==> src/rtl/pc_trap_unit.sv <==
// Fetch program counter with jump/branch redirect, trap entry/return and
// double-fault halt. All outputs are registered; inputs only steer next state.
module pc_trap_unit #(
  parameter int unsigned     XLEN         = 32,
  parameter logic [XLEN-1:0] RESET_VECTOR = {XLEN{1'b0}},
  parameter logic [XLEN-1:0] TRAP_VECTOR  = {XLEN{1'b0}},
  parameter int unsigned     IALIGN       = 32,
  parameter int unsigned     STEP         = 4
) (
  input  logic            clk,
  input  logic            rst_n,
  input  logic            fetch_ready,
  input  logic            redirect_valid,
  input  logic [1:0]      jmp_op,
  input  logic [XLEN-1:0] target,
  input  logic            cmp,
  input  logic            fault_in,
  output logic [XLEN-1:0] addr,
  output logic [XLEN-1:0] epc,
  output logic [1:0]      cause,
  output logic [XLEN-1:0] tval,
  output logic            in_trap,
  output logic            halted
);

  typedef enum logic [1:0] {
    ST_RUN  = 2'd0,
    ST_TRAP = 2'd1,
    ST_HALT = 2'd2
  } state_t;

  localparam logic [1:0] OP_JMP    = 2'd1;
  localparam logic [1:0] OP_BRANCH = 2'd2;
  localparam logic [1:0] OP_TRET   = 2'd3;

  localparam logic [1:0] CAUSE_NONE  = 2'd0;
  localparam logic [1:0] CAUSE_ALIGN = 2'd1;
  localparam logic [1:0] CAUSE_FAULT = 2'd2;
  localparam logic [1:0] CAUSE_TRET  = 2'd3;

  localparam logic [XLEN-1:0] STEP_W = XLEN'(STEP);
  localparam logic [XLEN-1:0] ZERO_W = {XLEN{1'b0}};

  state_t          state_r;
  logic [XLEN-1:0] addr_r;
  logic [XLEN-1:0] epc_r;
  logic [1:0]      cause_r;
  logic [XLEN-1:0] tval_r;
  logic            in_trap_r;
  logic            halted_r;

  logic            misaligned_s;
  logic            take_s;
  logic            tret_s;
  logic            trap_s;
  logic [1:0]      trap_cause_s;
  logic [XLEN-1:0] trap_tval_s;

  // Redirect decode and trap prioritisation (fault > misaligned > illegal TRET).
  always_comb begin
    misaligned_s = 1'b0;
    trap_s       = 1'b0;
    trap_cause_s = CAUSE_NONE;
    trap_tval_s  = ZERO_W;

    if (IALIGN == 32'd16) begin
      misaligned_s = target[0];
    end else begin
      misaligned_s = |target[1:0];
    end

    take_s = redirect_valid &&
             ((jmp_op == OP_JMP) || ((jmp_op == OP_BRANCH) && cmp));
    tret_s = redirect_valid && (jmp_op == OP_TRET);

    if (redirect_valid && fault_in) begin
      trap_s       = 1'b1;
      trap_cause_s = CAUSE_FAULT;
      trap_tval_s  = ZERO_W;
    end else if (take_s && misaligned_s) begin
      trap_s       = 1'b1;
      trap_cause_s = CAUSE_ALIGN;
      trap_tval_s  = target;
    end else if (tret_s && (state_r == ST_RUN)) begin
      trap_s       = 1'b1;
      trap_cause_s = CAUSE_TRET;
      trap_tval_s  = ZERO_W;
    end else begin
      trap_s       = 1'b0;
      trap_cause_s = CAUSE_NONE;
      trap_tval_s  = ZERO_W;
    end
  end

  // PC state machine with registered status outputs.
  always_ff @(posedge clk or negedge rst_n) begin
    if (!rst_n) begin
      state_r   <= ST_RUN;
      addr_r    <= RESET_VECTOR;
      epc_r     <= ZERO_W;
      cause_r   <= CAUSE_NONE;
      tval_r    <= ZERO_W;
      in_trap_r <= 1'b0;
      halted_r  <= 1'b0;
    end else begin
      case (state_r)
        ST_RUN, ST_TRAP: begin
          if (trap_s) begin
            if (state_r == ST_TRAP) begin
              // Double fault: freeze everything for post-mortem inspection.
              state_r   <= ST_HALT;
              in_trap_r <= 1'b0;
              halted_r  <= 1'b1;
            end else begin
              state_r   <= ST_TRAP;
              epc_r     <= addr_r;
              addr_r    <= TRAP_VECTOR;
              cause_r   <= trap_cause_s;
              tval_r    <= trap_tval_s;
              in_trap_r <= 1'b1;
              halted_r  <= 1'b0;
            end
          end else if (take_s) begin
            addr_r <= target;
          end else if (tret_s && (state_r == ST_TRAP)) begin
            state_r   <= ST_RUN;
            addr_r    <= epc_r;
            in_trap_r <= 1'b0;
          end else if (fetch_ready) begin
            addr_r <= addr_r + STEP_W;
          end else begin
            addr_r <= addr_r;
          end
        end
        ST_HALT: begin
          state_r   <= ST_HALT;
          in_trap_r <= 1'b0;
          halted_r  <= 1'b1;
        end
        default: begin
          state_r   <= ST_HALT;
          in_trap_r <= 1'b0;
          halted_r  <= 1'b1;
        end
      endcase
    end
  end

  assign addr    = addr_r;
  assign epc     = epc_r;
  assign cause   = cause_r;
  assign tval    = tval_r;
  assign in_trap = in_trap_r;
  assign halted  = halted_r;

endmodule

==> config.mk <==
export PLATFORM = sky130hd
export DESIGN_NAME = pc_trap_unit
export DESIGN_NICKNAME = d
export VERILOG_FILES = /design/src/rtl/pc_trap_unit.sv
export SDC_FILE = /design/constraint.sdc
export NUM_CORES = 1
export LEC_CHECK = 0
export ABC_CLOCK_PERIOD_IN_PS = 4800
export CORE_MARGIN = 10
export CORE_UTILIZATION = 52
export CTS_CLUSTER_DIAMETER = 40
export CTS_CLUSTER_SIZE = 10
export DETAILED_ROUTE_END_ITERATION = 12
export PLACE_DENSITY = 0.94
export SYNTH_ARGS = -nofsm -noshare
export SYNTH_HDL_FRONTEND = slang
export SYNTH_SLANG_ARGS = --single-unit
==> constraint.sdc <==
create_clock -name clk -period 4.8 [get_ports clk]
set_input_delay 0.48 -clock clk [delete_from_list [all_inputs] [get_ports clk]]
set_output_delay 0.48 -clock clk [all_outputs]
set_load 0.01 [all_outputs]
==> summary.md <==
| Metric | Value |
|---|---|
| Total of cells resized after clock tree synthesis | 0 |
| First drt pass iteration count | 7 |
| Post-detailed-route via-to-cell ratio | 6.16 |
| Commonest non-fill, non-tap cell in the layout | clkdlybuf4s50_1 |
| Chip Height | 118 µm |
| Clock-pin transition on the worst setup and hold timing paths | 0.09 ns |
| Asr flop ratio synth | 1.00 |
| Layout cells sized above 1 | 0.120 |
| Via count of the routed design | 4810 |
| Most used DFF post-synth | dfrtp_1 |
| Maximum VDD drop | 0.000313 V |
| Setup repair after global routing missed its margin | false |
| Synthesized cell area | 5040 µm² |
| Starting density of the core | 0.541 |
| Total CTS buffers | 9 |
| Multi-input gate area in the final layout | 2320 µm² |
| Overall power | 3.61 mW |
| Run status | completed |
| Actual slew at the worst max-slew pin | 1.25 ns |
| Placeable core region | 9330 µm² |
| Final cell utilization of the core | 0.714 |
| Static leakage power | 2.81 nW |
| Sum Neg Setup Slack | 0 ns |
| Crit path capture type | register |
| Number of design-rule violations left by the first detailed-router iteration | 642 |
| Overall track demand over capacity in global routing | 0.220 |
| Setup crit start kind | input port |
| Count of boundary I/O pins | 140 |
| Worst rel slew slack | 0.168 |
| Number of nets in the final layout | 688 |
| Critical-path maximum fanout | 36 |
| CTS Hold Buffers Added | 0 |
| # placed instances | 765 |
| Synth warn | 0 |
| Fillers | 671 |
| Syn nets | 567 |
| Count of unique library cells instantiated by Yosys | 57 |
| Max-cap check violation count | 0 |
| Quantity of I/O buffers inserted on ports | 139 |
| First-pass GRT wire length | 25600 µm |
| Largest net degree at the start of global routing | 99 |
| Worst hold-check path type | in -> async |
| Average cell area after synthesis | 9.59 µm² |
| Number of nets with antenna violations after detailed routing | 0 |
| Final Skew | 0.0113 ns |
| Number of remaining DRC errors | 0 |
| Total setup buffers inserted after CTS | 0 |
| Sum of overflow across all layers after global routing | 0 |
| Skew-Pair Late Insertion Delay | 0.36 ns |
| Sink count of the clock tree | 101 |
| Cells after synthesis | 526 |
| Post-synth EDFFs | 0 |
| Start point of the critical path | redirect_valid |
| Number of global-route vias before repair | 4584 |
| Max Freq | 0.335 GHz |
| Die X-Extent | 118 µm |
| Final Cycle Share | 0.623 |
| Final hold slack | 0.232 ns |
| Minimum clock period | 2.99 ns |
| Detailed placement HPWL | 11700 µm |
| Wire length per cell after detailed routing | 20.4 µm |
| CP Data Arrival Time | 3.27 ns |
| Max-slew violation total from the final report | 0 |
| Final setup violation count | 0 |
| Longest Clk Path Bufs | 2 |
| Antenna diode instance count | 0 |
| Source of the worst register-to-register timing path | in_trap$_DFFE_PN0P_ |
| Yosys reg bits | 101 |
| Total Die Area | 14000 µm² |
| Std cell rows | 35 |
| Proportion of synthesized chip area in sequential cells | 0.501 |
| Area growth, synth to finish | 32.0% |
| Number of H-tree levels | 3 |
| Power per standard cell area | 543 nW/µm² |
| Final RePlAce weighted congestion | 0.914 |
| Final cell count without fillers | 781 |
| Most frequent cells in the layout | clkdlybuf4s50_1 (138), dfrtp_1 (101), nand2_1 (98), o21ai_0 (56), nor2_1 (39) |
| Final hold violation count | 0 |
| Antenna violations before repair | 0 |
| Kind of critical path | in -> reg |
| Final wirelength | 15900 µm |
| Critical path data required time | 5.08 ns |
| TritonCTS clock tree | done |
| Root Buffer | clkbuf_8 |
| Storage element area | 2530 µm² |
critical path, cell delays in order:
cell and delay [ns]:
clkdlybuf4s50_1 0.84, o211a_1 0.66, nor2_4 0.08, a21oi_4 0.83, a21oi_1 0.19, a21oi_2 0.17
routing by layer:
layer / vias up / global-route usage / wire [µm]
met1: 2299 / 0.283 / 6180
met4: 0 / 0.0885 / 539
met2: 321 / 0.346 / 7460
met3: 46 / 0.0581 / 1770
met5: - / 0 / 0
li1: 2144 / - / -
metrics by stage:
stage | setup WS, ns | area, µm²
CTS | 1.83 | 6660
floorplan | 2.85 | 5040
finish | 1.81 | 6660
global route | 1.64 | 6660
detailed placement | 1.45 | 6450
global placement | 1.61 | 6450
synth_stat cells, types with 2 or more instances:
| cell type | count | share of area |
|---|---|---|
| a21o_2 | 2 | 0.0035 |
| xnor2_1 | 3 | 0.0052 |
| a31oi_1 | 3 | 0.0037 |
| a21o_1 | 4 | 0.0060 |
| a22o_1 | 2 | 0.0035 |
| o21ai_0 | 56 | 0.056 |
| clkbuf_1 | 11 | 0.0082 |
| o221ai_1 | 6 | 0.010 |
| and3_1 | 7 | 0.0087 |
| buf_6 | 5 | 0.011 |
| o22a_1 | 7 | 0.012 |
| o21ai_1 | 2 | 0.0020 |
| buf_2 | 12 | 0.012 |
| and2_1 | 2 | 0.0025 |
| nand3_1 | 10 | 0.0099 |
| buf_4 | 4 | 0.0060 |
| inv_1 | 4 | 0.0030 |
| a211o_1 | 3 | 0.0052 |
| a2111oi_0 | 2 | 0.0035 |
| and4_1 | 4 | 0.0069 |
| a211oi_1 | 4 | 0.0060 |
| mux2_2 | 30 | 0.067 |
| o31ai_1 | 2 | 0.0030 |
| dfrtp_1 | 101 | 0.50 |
| a21oi_2 | 10 | 0.017 |
| a21oi_1 | 34 | 0.034 |
| nand2_1 | 99 | 0.074 |
| nand4_1 | 3 | 0.0037 |
| nor3_1 | 5 | 0.0050 |
| nor2_1 | 39 | 0.029 |
| a311oi_1 | 2 | 0.0035 |
| a2bb2oi_1 | 2 | 0.0035 |
| inv_2 | 2 | 0.0015 |
| o22ai_1 | 21 | 0.026 |
power by group:
group | internal [mW] | switching, mW | total [mW]
clock network | 0.273 | 0.296 | 0.570
registers | 1.14 | 0.325 | 1.47
logic | 0.826 | 0.751 | 1.58
worst paths after layout:
check	end	slack, ns	cells past startpoint
worst min-delay path	halted$_DFFE_PN0P_	0.23	1
worst max-delay path	addr[22]$_DFFE_PN0P_	1.81	6
worst min register to register	tval[23]$_DFFE_PN0P_	0.49	2
worst max register to register	addr[22]$_DFFE_PN0P_	2.21	6
min in group clk	tval[23]$_DFFE_PN0P_	0.49	2
max in group asynchronous	tval[13]$_DFFE_PN0P_	3.63	2
flip-flops by register name, summed over array words and instances (netlist names):
signal / count
addr: 32
cause: 2
epc: 32
halted: 1
in_trap: 1
state_r: 1
tval: 32
final cells by class:
| cell class | instances | share of cell area |
|---|---|---|
| flip-flops and latches | 101 | 0.380 |
| multi-input cells | 386 | 0.348 |
| repair buffers | 143 | 0.213 |
| well taps | 129 | 0.0242 |
| clock buffers | 12 | 0.0233 |
| clock inverters | 4 | 0.00827 |
| inverters | 6 | 0.00338 |
logic make-up after synthesis:
logic type,share of synthesized area
buf+inv,0.0424
mux,0.0670
simple gates,0.157
compound gates,0.225
fa+ha+maj,0.00248
flops,0.501
xor+xnor,0.00521
Note: power is estimated with default switching activity, not from simulation.
